==> config.mk <==
export PLATFORM = sky130hd
export DESIGN_NAME = spi_flash_responder_flat
export DESIGN_NICKNAME = d
export VERILOG_FILES = /design/src/rtl/spi_flash_pkg.sv /design/src/rtl/spi_flash_responder_if.sv /design/src/rtl/spi_pin_sync.sv /design/src/rtl/spi_flash_responder.sv /design/src/flat_wrapper.sv
export SDC_FILE = /design/constraint.sdc
export NUM_CORES = 1
export LEC_CHECK = 0
export ABC_AREA = 1
export CAP_MARGIN = 20
export CORE_ASPECT_RATIO = 0.7
export CORE_MARGIN = 10
export CORE_UTILIZATION = 30
export CTS_CLUSTER_DIAMETER = 50
export DETAILED_ROUTE_END_ITERATION = 7
export GPL_TIMING_DRIVEN = 0
export MAX_ROUTING_LAYER = met4
export SYNTH_ARGS = -nofsm -noshare
export SYNTH_HDL_FRONTEND = slang
export SYNTH_HIERARCHICAL = 1
export SYNTH_SLANG_ARGS = --single-unit
export TNS_END_PERCENT = 1
==> constraint.sdc <==
create_clock -name interfaceClk -period 2.3 [get_ports interfaceClk]
set_clock_uncertainty 0.15 [all_clocks]
set_input_delay 0.23 -clock interfaceClk [delete_from_list [all_inputs] [get_ports interfaceClk]]
set_output_delay 0.23 -clock interfaceClk [all_outputs]
set_load 0.05 [all_outputs]
==> src/rtl/spi_flash_pkg.sv <==
// Shared opcode constants, FSM state encoding and counter widths for the SPI
// flash responder and its controller.
package spi_flash_pkg;

    localparam logic [7:0] OP_READ  = 8'h03;
    localparam logic [7:0] OP_FREAD = 8'h0B;
    localparam logic [7:0] OP_PP    = 8'h02;
    localparam logic [7:0] OP_WREN  = 8'h06;
    localparam logic [7:0] OP_RSTEN = 8'h66;
    localparam logic [7:0] OP_RST   = 8'h99;

    localparam int unsigned BIT_CNT_W  = 3;
    localparam int unsigned BYTE_CNT_W = 4;

    typedef enum logic [2:0] {
        ST_IDLE,
        ST_CMD,
        ST_ADDR,
        ST_DMMY,
        ST_RD_DATA,
        ST_WR_DATA,
        ST_IGNORE
    } state_t;

    function automatic logic isReadOp(input logic [7:0] op);
        return (op == OP_READ) || (op == OP_FREAD);
    endfunction

endpackage

==> src/rtl/spi_flash_responder_if.sv <==
// SPI pins plus the synchronous memory port of the flash responder.
interface spi_flash_responder_if #(
    parameter int unsigned ADDR_W = 22
);
    logic              SCLK;
    logic              CS_n;
    logic              MOSI;
    logic              MISO;
    logic              MISO_oe;
    logic [ADDR_W-1:0] mem_addr;
    logic              mem_rd_en;
    logic [7:0]        mem_rd_data;
    logic              mem_wr_en;
    logic [7:0]        mem_wr_data;

    modport slave (
        input  SCLK, CS_n, MOSI, mem_rd_data,
        output MISO, MISO_oe, mem_addr, mem_rd_en, mem_wr_en, mem_wr_data
    );

    modport master (
        output SCLK, CS_n, MOSI, mem_rd_data,
        input  MISO, MISO_oe, mem_addr, mem_rd_en, mem_wr_en, mem_wr_data
    );
endinterface

==> src/rtl/spi_pin_sync.sv <==
// Synchronizes the asynchronous SPI pins into interfaceClk and produces
// one-cycle edge pulses for SCLK and CS_n, three cycles after the pin moves.
module spi_pin_sync (
    input  logic interfaceClk,
    input  logic reset_n,
    input  logic SCLK,
    input  logic CS_n,
    input  logic MOSI,
    output logic sck_rise,
    output logic sck_fall,
    output logic cs_fall,
    output logic cs_rise,
    output logic mosi_s
);
    // [0] metastable, [1] synchronized, [2] delayed copy for edge detection
    logic [2:0] sckPipe;
    logic [2:0] csPipe;
    logic [2:0] mosiPipe;

    always_ff @(posedge interfaceClk or negedge reset_n) begin
        if (!reset_n) begin
            sckPipe  <= 3'b111;
            csPipe   <= 3'b111;
            mosiPipe <= 3'b000;
            sck_rise <= 1'b0;
            sck_fall <= 1'b0;
            cs_fall  <= 1'b0;
            cs_rise  <= 1'b0;
        end else begin
            sckPipe  <= {sckPipe[1:0], SCLK};
            csPipe   <= {csPipe[1:0], CS_n};
            mosiPipe <= {mosiPipe[1:0], MOSI};
            sck_rise <= sckPipe[1] & ~sckPipe[2];
            sck_fall <= ~sckPipe[1] & sckPipe[2];
            cs_fall  <= ~csPipe[1] & csPipe[2];
            cs_rise  <= csPipe[1] & ~csPipe[2];
        end
    end

    assign mosi_s = mosiPipe[2];

endmodule

==> src/rtl/spi_flash_responder.sv <==
// Target side of the SPI NOR flash protocol (mode 3): decodes READ, FREAD, PP,
// WREN, RSTEN and RST and serves/stores bytes through a synchronous memory port.
module spi_flash_responder #(
    parameter int unsigned ADDR_W     = 22,
    parameter int unsigned DMMY_BYTES = 1,
    parameter int unsigned PAGE_W     = 8
) (
    input  logic                 interfaceClk,
    input  logic                 reset_n,
    spi_flash_responder_if.slave bus,
    output logic                 wel,
    output logic                 busy
);
    import spi_flash_pkg::*;

    logic sckRise;
    logic sckFall;
    logic csFall;
    logic csRise;
    logic mosiS;

    spi_pin_sync pinSync (
        .interfaceClk (interfaceClk),
        .reset_n      (reset_n),
        .SCLK         (bus.SCLK),
        .CS_n         (bus.CS_n),
        .MOSI         (bus.MOSI),
        .sck_rise     (sckRise),
        .sck_fall     (sckFall),
        .cs_fall      (csFall),
        .cs_rise      (csRise),
        .mosi_s       (mosiS)
    );

    state_t                  state;
    logic [BIT_CNT_W-1:0]    bitCnt;
    logic [BYTE_CNT_W-1:0]   byteCnt;
    logic [6:0]              shiftIn;
    logic [7:0]              opcode;
    logic [7:0]              shOut;
    logic [ADDR_W-1:0]       memAddr;
    logic [7:0]              memWrData;
    logic                    memRdEn;
    logic                    memWrEn;
    logic                    rdLoad;
    logic                    rstArmed;
    logic                    miso;
    logic                    misoOe;

    logic [7:0] inByte_c;
    logic       byteDone_c;

    assign inByte_c   = {shiftIn, mosiS};
    assign byteDone_c = sckRise && (bitCnt == BIT_CNT_W'(7));

    always_ff @(posedge interfaceClk or negedge reset_n) begin
        if (!reset_n) begin
            state     <= ST_IDLE;
            bitCnt    <= '0;
            byteCnt   <= '0;
            shiftIn   <= '0;
            opcode    <= '0;
            shOut     <= '0;
            memAddr   <= '0;
            memWrData <= '0;
            memRdEn   <= 1'b0;
            memWrEn   <= 1'b0;
            rdLoad    <= 1'b0;
            rstArmed  <= 1'b0;
            miso      <= 1'b1;
            misoOe    <= 1'b0;
            wel       <= 1'b0;
            busy      <= 1'b0;
        end else begin
            memRdEn <= 1'b0;
            memWrEn <= 1'b0;
            rdLoad  <= memRdEn;
            if (rdLoad) begin
                shOut <= bus.mem_rd_data;
            end
            // Page-program address advances after the write strobe, upper bits held
            if (memWrEn) begin
                memAddr[PAGE_W-1:0] <= memAddr[PAGE_W-1:0] + PAGE_W'(1);
            end

            if (csRise) begin
                state   <= ST_IDLE;
                misoOe  <= 1'b0;
                miso    <= 1'b1;
                bitCnt  <= '0;
                byteCnt <= '0;
                busy    <= 1'b0;
                if (state == ST_WR_DATA) begin
                    wel <= 1'b0;
                end
            end else if (csFall) begin
                state   <= ST_CMD;
                misoOe  <= 1'b0;
                miso    <= 1'b1;
                bitCnt  <= '0;
                byteCnt <= '0;
                busy    <= 1'b1;
            end else begin
                if (sckRise) begin
                    bitCnt  <= bitCnt + BIT_CNT_W'(1);
                    shiftIn <= inByte_c[6:0];
                end
                case (state)
                    ST_CMD: begin
                        if (byteDone_c) begin
                            opcode   <= inByte_c;
                            rstArmed <= (inByte_c == OP_RSTEN);
                            byteCnt  <= '0;
                            state    <= ST_IGNORE;
                            if (isReadOp(inByte_c)) begin
                                state <= ST_ADDR;
                            end else if (inByte_c == OP_PP) begin
                                if (wel) begin
                                    state <= ST_ADDR;
                                end
                            end else if (inByte_c == OP_WREN) begin
                                wel <= 1'b1;
                            end else if (inByte_c == OP_RST) begin
                                if (rstArmed) begin
                                    wel <= 1'b0;
                                end
                            end
                        end
                    end
                    ST_ADDR: begin
                        // Address bits shift straight into mem_addr; the top wire bits fall off
                        if (sckRise) begin
                            memAddr <= {memAddr[ADDR_W-2:0], mosiS};
                        end
                        if (byteDone_c) begin
                            byteCnt <= byteCnt + BYTE_CNT_W'(1);
                            if (byteCnt == BYTE_CNT_W'(2)) begin
                                byteCnt <= '0;
                                if (opcode == OP_PP) begin
                                    state <= ST_WR_DATA;
                                end else if ((opcode == OP_FREAD) && (DMMY_BYTES != 0)) begin
                                    state <= ST_DMMY;
                                end else begin
                                    state   <= ST_RD_DATA;
                                    memRdEn <= 1'b1;
                                end
                            end
                        end
                    end
                    ST_DMMY: begin
                        if (byteDone_c) begin
                            byteCnt <= byteCnt + BYTE_CNT_W'(1);
                            if (byteCnt == BYTE_CNT_W'(DMMY_BYTES - 1)) begin
                                state   <= ST_RD_DATA;
                                memRdEn <= 1'b1;
                            end
                        end
                    end
                    ST_RD_DATA: begin
                        if (sckFall) begin
                            miso   <= shOut[7];
                            shOut  <= {shOut[6:0], 1'b1};
                            misoOe <= 1'b1;
                        end
                        if (byteDone_c) begin
                            memAddr <= memAddr + ADDR_W'(1);
                            memRdEn <= 1'b1;
                        end
                    end
                    ST_WR_DATA: begin
                        if (byteDone_c) begin
                            memWrEn   <= 1'b1;
                            memWrData <= inByte_c;
                        end
                    end
                    default: begin
                    end
                endcase
            end
        end
    end

    assign bus.MISO        = miso;
    assign bus.MISO_oe     = misoOe;
    assign bus.mem_addr    = memAddr;
    assign bus.mem_rd_en   = memRdEn;
    assign bus.mem_wr_en   = memWrEn;
    assign bus.mem_wr_data = memWrData;

endmodule

==> src/flat_wrapper.sv <==
// flat-port wrapper written by rule: the top's interface ports become plain ports
module spi_flash_responder_flat import spi_flash_pkg::*;
#(
    parameter int unsigned ADDR_W     = 22,
    parameter int unsigned DMMY_BYTES = 1,
    parameter int unsigned PAGE_W     = 8
)
  (interfaceClk, reset_n, wel, busy, bus_SCLK, bus_CS_n, bus_MOSI, bus_mem_rd_data, bus_MISO, bus_MISO_oe, bus_mem_addr, bus_mem_rd_en, bus_mem_wr_en, bus_mem_wr_data);
  spi_flash_responder_if #(.ADDR_W(ADDR_W)) bus_i ();
  input  logic interfaceClk;
  input  logic reset_n;
  output logic wel;
  output logic busy;
  input wire logic [$bits(bus_i.SCLK)-1:0] bus_SCLK;
  input wire logic [$bits(bus_i.CS_n)-1:0] bus_CS_n;
  input wire logic [$bits(bus_i.MOSI)-1:0] bus_MOSI;
  input wire logic [$bits(bus_i.mem_rd_data)-1:0] bus_mem_rd_data;
  output wire logic [$bits(bus_i.MISO)-1:0] bus_MISO;
  output wire logic [$bits(bus_i.MISO_oe)-1:0] bus_MISO_oe;
  output wire logic [$bits(bus_i.mem_addr)-1:0] bus_mem_addr;
  output wire logic [$bits(bus_i.mem_rd_en)-1:0] bus_mem_rd_en;
  output wire logic [$bits(bus_i.mem_wr_en)-1:0] bus_mem_wr_en;
  output wire logic [$bits(bus_i.mem_wr_data)-1:0] bus_mem_wr_data;
  assign bus_i.SCLK = bus_SCLK;
  assign bus_i.CS_n = bus_CS_n;
  assign bus_i.MOSI = bus_MOSI;
  assign bus_i.mem_rd_data = bus_mem_rd_data;
  assign bus_MISO = bus_i.MISO;
  assign bus_MISO_oe = bus_i.MISO_oe;
  assign bus_mem_addr = bus_i.mem_addr;
  assign bus_mem_rd_en = bus_i.mem_rd_en;
  assign bus_mem_wr_en = bus_i.mem_wr_en;
  assign bus_mem_wr_data = bus_i.mem_wr_data;
  spi_flash_responder #(.ADDR_W(ADDR_W), .DMMY_BYTES(DMMY_BYTES), .PAGE_W(PAGE_W)) u_core (.interfaceClk(interfaceClk), .reset_n(reset_n), .bus(bus_i), .wel(wel), .busy(busy));
endmodule
# After elaboration in Yosys (flattened, before gate mapping)

Index checks and enable logic that the tools add are counted.

Bitwise gates (word level): 10
Muxes and demuxes: 67
$add $sub $neg: 4
Divide/modulo/power cells: 0
Eq/ne operators: 26
Magnitude comparators: 0
Reduce and logical (&&, ||, !) cells: 21
Shifts and indexed selects: 0
Multipliers: 0

Operators with widths:

| operator                | count |
|---|---|
| $mux W8                 | 8 |
| $mux W3                 | 15 |
| $mux W22                | 2 |
| $pmux W22 S2            | 1 |
| $mux W1                 | 32 |
| $eq A8 B2 Y1 const B    | 3 |
| $mux W4                 | 6 |
| $add A22 B1 Y22 const B | 1 |
| $ne A4 B3 Y1 const B    | 5 |
| $eq A8 B4 Y1 const B    | 2 |
| $reduce_bool A3 Y1      | 5 |
| $pmux W4 S3             | 1 |
| $reduce_and A4 Y1       | 3 |
| $eq A3 B3 Y1 const B    | 3 |
| $pmux W3 S3             | 1 |
| $add A8 B1 Y8 const B   | 1 |
| $eq A8 B3 Y1 const B    | 1 |
| $eq A8 B7 Y1 const B    | 1 |
| $eq A8 B8 Y1 const B    | 1 |
| $reduce_and A8 Y1       | 1 |
| $reduce_bool A2 Y1      | 4 |
| $eq A3 B2 Y1 const B    | 2 |
| $ne A2 B1 Y1 const B    | 3 |
| $ne A2 B2 Y1 const B    | 3 |
| other kinds (15)        | 23 |

Bits in latches: 0
RAM bits: 0
Bits in read-only memories: 0
Output and inout port bits: 36
Bits in registers: 84
Input port bits: 13
Memories kept: 0
Word-level logic and storage cells: 152

# Logic depth before layout (Yosys ltp)

Gate-level depths: netlist of the first run.

Depth after elaboration: 9
Mapped depth: 11
Depth with buffers taken out: 11

# Hierarchy

Netlist of the first run, hierarchy kept.

By module, submodules not included:

| module              | sequential area each (sq um) | instances | area an instance (sq um) | cells an instance |
|---|---|---|---|---|
| spi_flash_responder | 1778.0                       | 1         | 4023.9                   | 550 |
| spi_pin_sync        | 332.8                        | 1         | 362.8                    | 21 |

# Worst setup path after synthesis of the first run

Ideal clock, no wire load.

Path type: register -> register
From: register u_core.memAddr[0], in the netlist u_core/bus.mem_addr[0]
To: register u_core.memAddr[20], in the netlist u_core/bus.mem_addr[20]
Required time: 2.072 ns
Clock period less this slack: 2.051 ns
Arrival time: 1.824 ns
Path slack: 0.249 ns
Stages on the path, launching flop included: 10
Library setup time: 0.078 ns
Buffers on the path: 0
Path through: dfrtp_1 ha_1 nand2_1 nor2_1 nand3_1 nor2_2 nand3_1 nand2_1 nand2_1 a21oi_1

Word-level cells in the longest chain between the ends: 3

Ends and longest elaborated chain:

| element                         | RTL line                   | RTL |
|---|---|---|
| start, declared                 | spi_flash_responder.sv:41  | `logic [ADDR_W-1:0] memAddr;` |
| start signal, assigned by index | spi_flash_responder.sv:83  | `memAddr[PAGE_W-1:0] <= memAddr[PAGE_W-1:0] + PAGE_W'(1);` |
| start signal, assigned          | spi_flash_responder.sv:133 | `memAddr <= {memAddr[ADDR_W-2:0], mosiS};` |
| start signal, assigned          | spi_flash_responder.sv:166 | `memAddr <= memAddr + ADDR_W'(1);` |
| $add A22 B1 Y22                 | spi_flash_responder.sv:166 |  |
| $mux W22                        | spi_flash_responder.sv:165 | `if (byteDone_c) begin` |
| $pmux W22 S2                    | spi_flash_responder.sv:108 | `case (state)` |

Every way passes these cells. The select of a mux whose other input is x is not followed.
A chain may end at the register's enable or synchronous reset.

# Worst setup path in the final report of the first run

From: register u_core.memAddr[2], in the netlist u_core/bus.mem_addr[2]
To: output bus_mem_addr[2]

RTL lines:

| element       | RTL line           | RTL |
|---|---|---|
| end, declared | flat_wrapper.sv:20 | `output wire logic [$bits(bus_i.mem_addr)-1:0] bus_mem_addr;` |

No word-level cell between the ends.

==> reports/results.tsv, run 1 <==
stage	metric	value	unit
die	Die Span Y	121.2	µm
global_routing	initial antenna violation count	0	
timing	count of final setup violators	0	
critical_path	CP Class	reg -> out	
clocking	CTS tree	yes	
clocking	Num CTS Buffers	9	
global_routing	vias in the first global route	3927	
clocking	clk buf depth	2	
drt	via/cell ratio	4.784	
synthesis	Mapped Area	0.004387	mm²
timing	Slew Limit Fails	0	
critical_path	Worst R2R Setup Slack	0.23	ns
drt	WL/cell	13.81	µm
synthesis	YS warnings	6	
critical_path	Critical Path Slowest Stage Cell	clkdlybuf4s50_1	
critical_path	Setup crit end kind	output port	
die	Core Box Area	0.01410	mm²
synthesis	Avg Inst Size Synth	7.682	µm²
synthesis	synthesized net count	590	
drt	Remaining DRCs	0	
cells_and_area	cell area after layout	0.005480	mm²
place	HPWL after DPL	8.498	mm
critical_path	critical path fanouts, max	7	
global_routing	largest net degree at the start of global routing	69	
die	Boundary Pins	49	
pwr	PwrDens	896.1	mW/mm²
die	row cnt	36	
clocking	clk slew on worst S/H paths	0.06	ns
timing	Final Hold Vio Count	0	
critical_path	Critical Path Source	u_core/bus.mem_addr[2]$_DFF_PN0_	
synthesis	Unique masters post-synth	38	
timing	f_max	483.3	MHz
pwr	leak pwr	2.422	nW
global_routing	first-pass GRT wire length	19.69	mm
drt	total wire length	11.43	mm
timing	fin crit share	89.96	%
drt	antenna viol nets, final	0	
synthesis	post-synth top area share	43.92	%
die	die area	0.01994	mm²
min_path	Hold Path Class	in -> async	
cells_and_area	antenna cell count	0	
synthesis	top post-synthesis cells by area	dfrtp_1, nand2_1, o21ai_0	
place	port bufs	48	
global_routing	Total Routing Usage GR	12.43	%
critical_path	CP Launch Type	flip-flop	
clocking	Root Buffer	clkbuf_16	
drt	TritonRoute pass-1 iters	5	
cells_and_area	Area Growth Syn to Fin	24.93	%
timing	worst slew pin tran	0.5218	ns
global_routing	global route total overflow	0	
drt	DR vias	3956	
critical_path	RR Startpoint	u_core/bus.mem_addr[0]$_DFF_PN0_	
timing	min Tclk post-route	2.069	ns
place	dpl cell area	0.005130	mm²
timing	RSZ-0062 raised after global routing	no	
synthesis	Cells after Synth	571	
cells_and_area	Layout Nets	651	
synthesis	Synth area leader	dfrtp_1	
critical_path	Crit path max-delay family	buffers and inverters	
cells_and_area	layout cell share with drive strength beyond 1	8.477	%
clocking	CTS sink count	84	
die	width of the die	164.5	µm
critical_path	WP buf/inv	1	
critical_path	Reg2Reg Depth	9	
pwr	Pwr Total	4.911	mW
critical_path	RR Endpoint	u_core/bus.mem_addr[20]$_DFFE_PN0P_	
pwr	VDD IR-drop max	420.0	µV
critical_path	Arr. time, crit path	1.69	ns
clocking	number of H-tree levels	3	
cells_and_area	final core occ	38.87	%
drt	DRT iter0 DRCs	266	
synthesis	sequential area share after synthesis	48.12	%
run_status	status	complete, no violations	
synthesis	Seq cells post-synth	84	
job	max-cap viol count	0	
clocking	Worst-Skew Late Latency	0.34	ns
timing	worst hold slack	0.1451	ns
die	Starting Density	31.11	%
critical_path	max incr delay on CP	0.86	ns
place	Placer Congestion	0.8767	
timing	relative slew slack	64.98	%
critical_path	cells along the critical path	clkdlybuf4s50_1	
critical_path	worst path required time	1.92	ns
-- cells in the final DEF, fill, tap and decap left out, types with 3 or more instances in the layout --
cell type        synthesis  routed
dfrtp_1                 77      77
nand2_1                162     162
o21ai_1                  7       7
o22ai_1                  7       7
buf_6                    4       4
inv_2                    6       6
o21ai_0                 52      52
or2_2                    3       3
a31oi_1                  3       3
bufinv_16                0       3
nand3_1                 40      40
clkdlybuf4s50_1          0      47
nor2_1                  65      65
o211ai_1                 3       3
inv_1                   60      60
nor2_4                   3       4
clkbuf_16                0       9
nand4_1                  5       5
dfstp_2                  7       7
ha_1                     6       6
a21oi_1                 27      27
clkbuf_1                 4       6
xor2_1                   6       6
-- power breakdown --
group | internal [mW] | switching (mW) | leakage [nW] | total [mW]
Clock | 1.06 | 0.583 | 0.160 | 1.64
Combinational | 0.442 | 0.907 | 1.18 | 1.35
Sequential | 1.69 | 0.228 | 1.08 | 1.92
-- routing by layer --
metal	vias to the layer above	routed length (µm)	global-route usage, %
met3	9	589	3.186
met4	0	80	2.649
met2	84	5146	18.36
met5	-	0	-
met1	1902	5608	16.81
li1	1961	-	-
-- how the worst max path moves through the flow --
stage	to	slack (ns)	depth (start not counted)
after floorplan	u_core/bus.mem_addr[20]$_DFFE_PN0P_	0.25	9
after global placement	u_core/shiftIn[1]$_DFFE_PN0P_	-2.25	1
after detailed placement	u_core/bus.mem_addr[20]$_DFFE_PN0P_	0.21	9
after CTS	u_core/bus.mem_addr[20]$_DFFE_PN0P_	0.19	9
after global routing	u_core/bus.mem_addr[20]$_DFFE_PN0P_	0.02	9
final	bus_mem_addr[2]	0.23	1
-- kinds of logic (layout without fill, tap and decap cells) --
family	after synthesis	count (layout)	synth area share, %
AOI/OAI and AO/OA	105	105	12.84
xor gates and xnor gates	7	7	1.398
adders and majority gates	6	6	1.711
buffers and inverters	78	144	7.559
DFF	84	84	48.12
and+or+nand+nor	291	291	28.38
-- state kept, by name (all words and copies together) (netlist names) --
register,flops
u_core/pinSync/sckPipe,3
u_core/bitCnt,3
u_core/opcode,8
u_core/state,3
u_core/pinSync/csPipe,3
u_core/pinSync/cs_fall,1
u_core/pinSync/mosiPipe,3
u_core/shiftIn,7
u_core/bus.mem_wr_data,8
u_core/rdLoad,1
u_core/bus.MISO,1
u_core/busy,1
u_core/bus.mem_addr,22
u_core/bus.mem_wr_en,1
u_core/bus.MISO_oe,1
u_core/pinSync/cs_rise,1
u_core/shOut,8
u_core/wel,1
u_core/pinSync/sck_rise,1
u_core/byteCnt,4
u_core/bus.mem_rd_en,1
u_core/pinSync/sck_fall,1
u_core/rstArmed,1
-- area by class of cell --
class                           count  area (µm²)
Tap cell                          190       237.7
Clock inverter                      5       102.6
Sequential cell                    84        2111
Multi-Input combinational cell    409        1949
Clock buffer                       11       232.7
Fill cell                        1442        8618
Buffer                             11       77.57
Inverter                           67       254.0
Timing Repair Buffer               50       515.5
-- what timing repair did --
action                                 CTS  global route
gates resized for setup                  0             1
hold buffers                             1             0
setup endpoints to repair                0             1
endpoints found under the hold margin   77             0
buffers inserted                         0             0
-- stage by stage --
| step | TNS, ns | setup slack, ns | cells |
|---|---|---|---|
| finish | 0 | 0.2310 | 827 |
| global route | 0 | 0.02425 | 827 |
| CTS | 0 | 0.1908 | 827 |
| detailed placement | 0 | 0.2078 | 810 |
| global placement | -181.04 | -2.249 | 809 |
| floorplan | 0 | 0.2487 | 571 |
-- synth_stat cells --
master / n
a21oi_1: 27
nand2_1: 162
xnor2_1: 1
clkbuf_1: 4
or2_1: 1
a22oi_1: 2
nand2_2: 2
nor2_4: 3
nand3b_1: 2
dfstp_2: 7
ha_1: 6
nor3_1: 1
inv_4: 1
a31o_2: 1
o211ai_1: 3
buf_2: 2
o31ai_1: 1
nand3_2: 1
a31oi_1: 3
nand2_4: 2
o21ai_0: 52
xor2_1: 6
nand3_1: 40
nor2_1: 65
or2_2: 3
o22ai_1: 7
nand3_4: 1
dfrtp_1: 77
and2_2: 1
o21bai_1: 1
o21ai_1: 7
inv_2: 6
inv_1: 60
o21ai_2: 1
buf_6: 4
nand4_1: 5
nor2_2: 2
buf_4: 1
(Power assumes the default switching activity.)
==> run 2: changes to the inputs <==
--- a/config.mk
+++ b/config.mk
@@ -10,6 +10,7 @@
 export CORE_ASPECT_RATIO = 0.7
 export CORE_MARGIN = 10
 export CORE_UTILIZATION = 30
+export CTS_BUF_LIST = sky130_fd_sc_hd__clkbuf_16
 export CTS_CLUSTER_DIAMETER = 50
 export DETAILED_ROUTE_END_ITERATION = 7
 export GPL_TIMING_DRIVEN = 0
==> reports/results.tsv, run 2 (synthesized netlist as in run 1, its figures left out) <==
stage	metric	value	unit	change
cells_and_area	Post-Layout Cell Count	827		unchanged
critical_path	Arr. time, crit path	1.69	ns	about the same
critical_path	CP Launch Type	flip-flop		
critical_path	worst path required time	1.92	ns	about the same
clocking	Post-CTS Setup Inserts	0		unchanged
clocking	number of H-tree levels	3		unchanged
cells_and_area	max FFs per register	22		unchanged
critical_path	CP Class	reg -> out		
clocking	CTS tree	yes		
global_routing	GR Util met3	3.186	%	unchanged
drt	TritonRoute pass-1 iters	4		-1
cells_and_area	layout cell share with drive strength beyond 1	8.477	%	unchanged
critical_path	max incr delay on CP	0.86	ns	about the same
cells_and_area	cell area after layout	0.005480	mm²	unchanged
cells_and_area	commonest non-fill, non-tap cells in the layout	nand2_1, dfrtp_1, nor2_1		
global_routing	Total Routing Usage GR	12.43	%	unchanged
pwr	PwrDens	894.2	mW/mm²	-0.21%
place	dpl cell area	0.005130	mm²	unchanged
timing	Final WS setup	0.2305	ns	-0.0004080 ns
cells_and_area	sequential cell area	0.002111	mm²	unchanged
die	Core Box Area	0.01410	mm²	unchanged
die	Starting Density	31.11	%	unchanged
critical_path	WP buf/inv	1		unchanged
timing	Slew Limit Fails	0		unchanged
timing	Final Hold Vio Count	0		unchanged
pwr	VDD IR-drop max	419.9	µV	about the same
clocking	Worst-Skew Late Latency	0.34	ns	about the same
place	post-place setup slack	0.2078	ns	unchanged
global_routing	met2 GRT Util	18.36	%	unchanged
die	Die Span Y	121.2	µm	unchanged
place	placed cells	810		unchanged
critical_path	Critical Path Slowest Stage Cell	clkdlybuf4s50_1		
drt	antenna viol nets, final	0		unchanged
clocking	Root Buffer	clkbuf_16		
timing	RSZ-0062 raised after global routing	no		
timing	count of final setup violators	0		unchanged
clocking	clk buf depth	2		unchanged
drt	Remaining DRCs	0		unchanged
global_routing	largest net degree at the start of global routing	69		unchanged
place	port bufs	48		unchanged
global_routing	met1 Track Usage GR	16.81	%	unchanged
min_path	Hold Path Class	in -> async		
cells_and_area	Layout Nets	651		unchanged
critical_path	cells along the critical path	clkdlybuf4s50_1		
die	width of the die	164.5	µm	unchanged
cells_and_area	final core occ	38.87	%	unchanged
critical_path	critical path fanouts, max	7		unchanged
die	Boundary Pins	49		unchanged
critical_path	Crit path max-delay family	buffers and inverters		
drt	DR vias	3966		+0.25%
global_routing	first-pass GRT wire length	19.69	mm	unchanged
cells_and_area	area of the multi-input gates	0.001949	mm²	unchanged
run_status	status	complete, no violations		
die	die area	0.01994	mm²	unchanged
global_routing	Top Usage Layer GRT	met2		
global_routing	vias in the first global route	3927		unchanged
clocking	Num CTS Buffers	9		unchanged
pwr	leak pwr	2.431	nW	+0.34%
clocking	clk slew on worst S/H paths	0.06	ns	about the same
cells_and_area	Fill cells	1442		unchanged
global_routing	initial antenna violation count	0		unchanged
global_routing	global route total overflow	0		unchanged
clocking	CTS sink count	84		unchanged
job	max-cap viol count	0		unchanged
timing	worst slew pin tran	0.5219	ns	+0.0001015 ns
drt	via/cell ratio	4.796		+0.25%
die	row cnt	36		unchanged
drt	DRT iter0 DRCs	266		unchanged
cells_and_area	antenna cell count	0		unchanged
cells_and_area	commonest non-fill, non-tap cell in the layout	nand2_1		
timing	min Tclk post-route	2.069	ns	+0.0004080 ns
timing	f_max	483.2	MHz	about the same
timing	relative slew slack	64.97	%	about the same
timing	fin crit share	89.98	%	about the same
drt	WL/cell	13.80	µm	-0.14%
critical_path	Setup crit end kind	output port		
place	Placer Congestion	0.8767		unchanged
pwr	Pwr Total	4.901	mW	-0.21%
cells_and_area	Area Growth Syn to Fin	24.93	%	unchanged
place	HPWL after DPL	8.498	mm	unchanged
drt	total wire length	11.41	mm	-0.14%
## run 2: cell count changes in the layout (fill, tap and decap cells not counted)
cell and delta:
inv_1 +2, clkbuf_1 -2
## run 2: cell type report
cell class                      count  share of cell area, %
Tap cell                          190                  4.338
Multi-Input combinational cell    409                  35.57
Inverter                           67                  4.635
Sequential cell                    84                  38.52
Clock buffer                        9                  4.110
Clock inverter                      7                  2.009
Buffer                             11                  1.416
Timing Repair Buffer               50                  9.406
## run 2: path summary, 6_finish.rpt
kind	cells past startpoint	slack, ns	startpoint	to
setup / recovery	1	0.23	u_core/bus.mem_addr[2]$_DFF_PN0_	bus_mem_addr[2]
hold / removal	2	0.15	reset_n	u_core/bus.mem_addr[20]$_DFFE_PN0P_
setup reg to reg	9	0.24	u_core/bus.mem_addr[0]$_DFF_PN0_	u_core/bus.mem_addr[20]$_DFFE_PN0P_
hold reg to reg	0	0.20	u_core/pinSync/mosiPipe[1]$_DFF_PN0_	u_core/pinSync/mosiPipe[2]$_DFF_PN0_
max in group asynchronous	3	1.19	reset_n	u_core/pinSync/sckPipe[1]$_DFF_PN1_
min in group interfaceClk	1	0.15	bus_CS_n	u_core/pinSync/csPipe[0]$_DFF_PN1_
## run 2: repair_timing
item | in CTS | in global routing
hold buffers | 1 | 0
hold endpoints to repair | 77 | 0
gates resized for setup | 0 | 1
endpoints found under the setup margin | 0 | 1
## run 2: power breakdown
| group | total [mW] | internal (mW) | switching (mW) |
|---|---|---|---|
| combinational | 1.35 | 0.442 | 0.906 |
| clock | 1.63 | 1.05 | 0.583 |
| sequential | 1.92 | 1.69 | 0.227 |
## run 2: per-layer routing
layer  routed length, µm  vias up  share of wire (%)
met3                 595        9                5.2
li1                    -     1962                  -
met1                5598     1909                 49
met5                   0        -                  0
met2                5134       86                 45
met4                  80        0               0.70
## run 2: through the flow
stage,hold WS (ns),TNS [ns]
after floorplan,-0.2156,0
after global placement,0.1869,-181.04
after detailed placement,-0.02595,0
after CTS,0.1331,0
after global routing,0.1446,0
final,0.1451,0
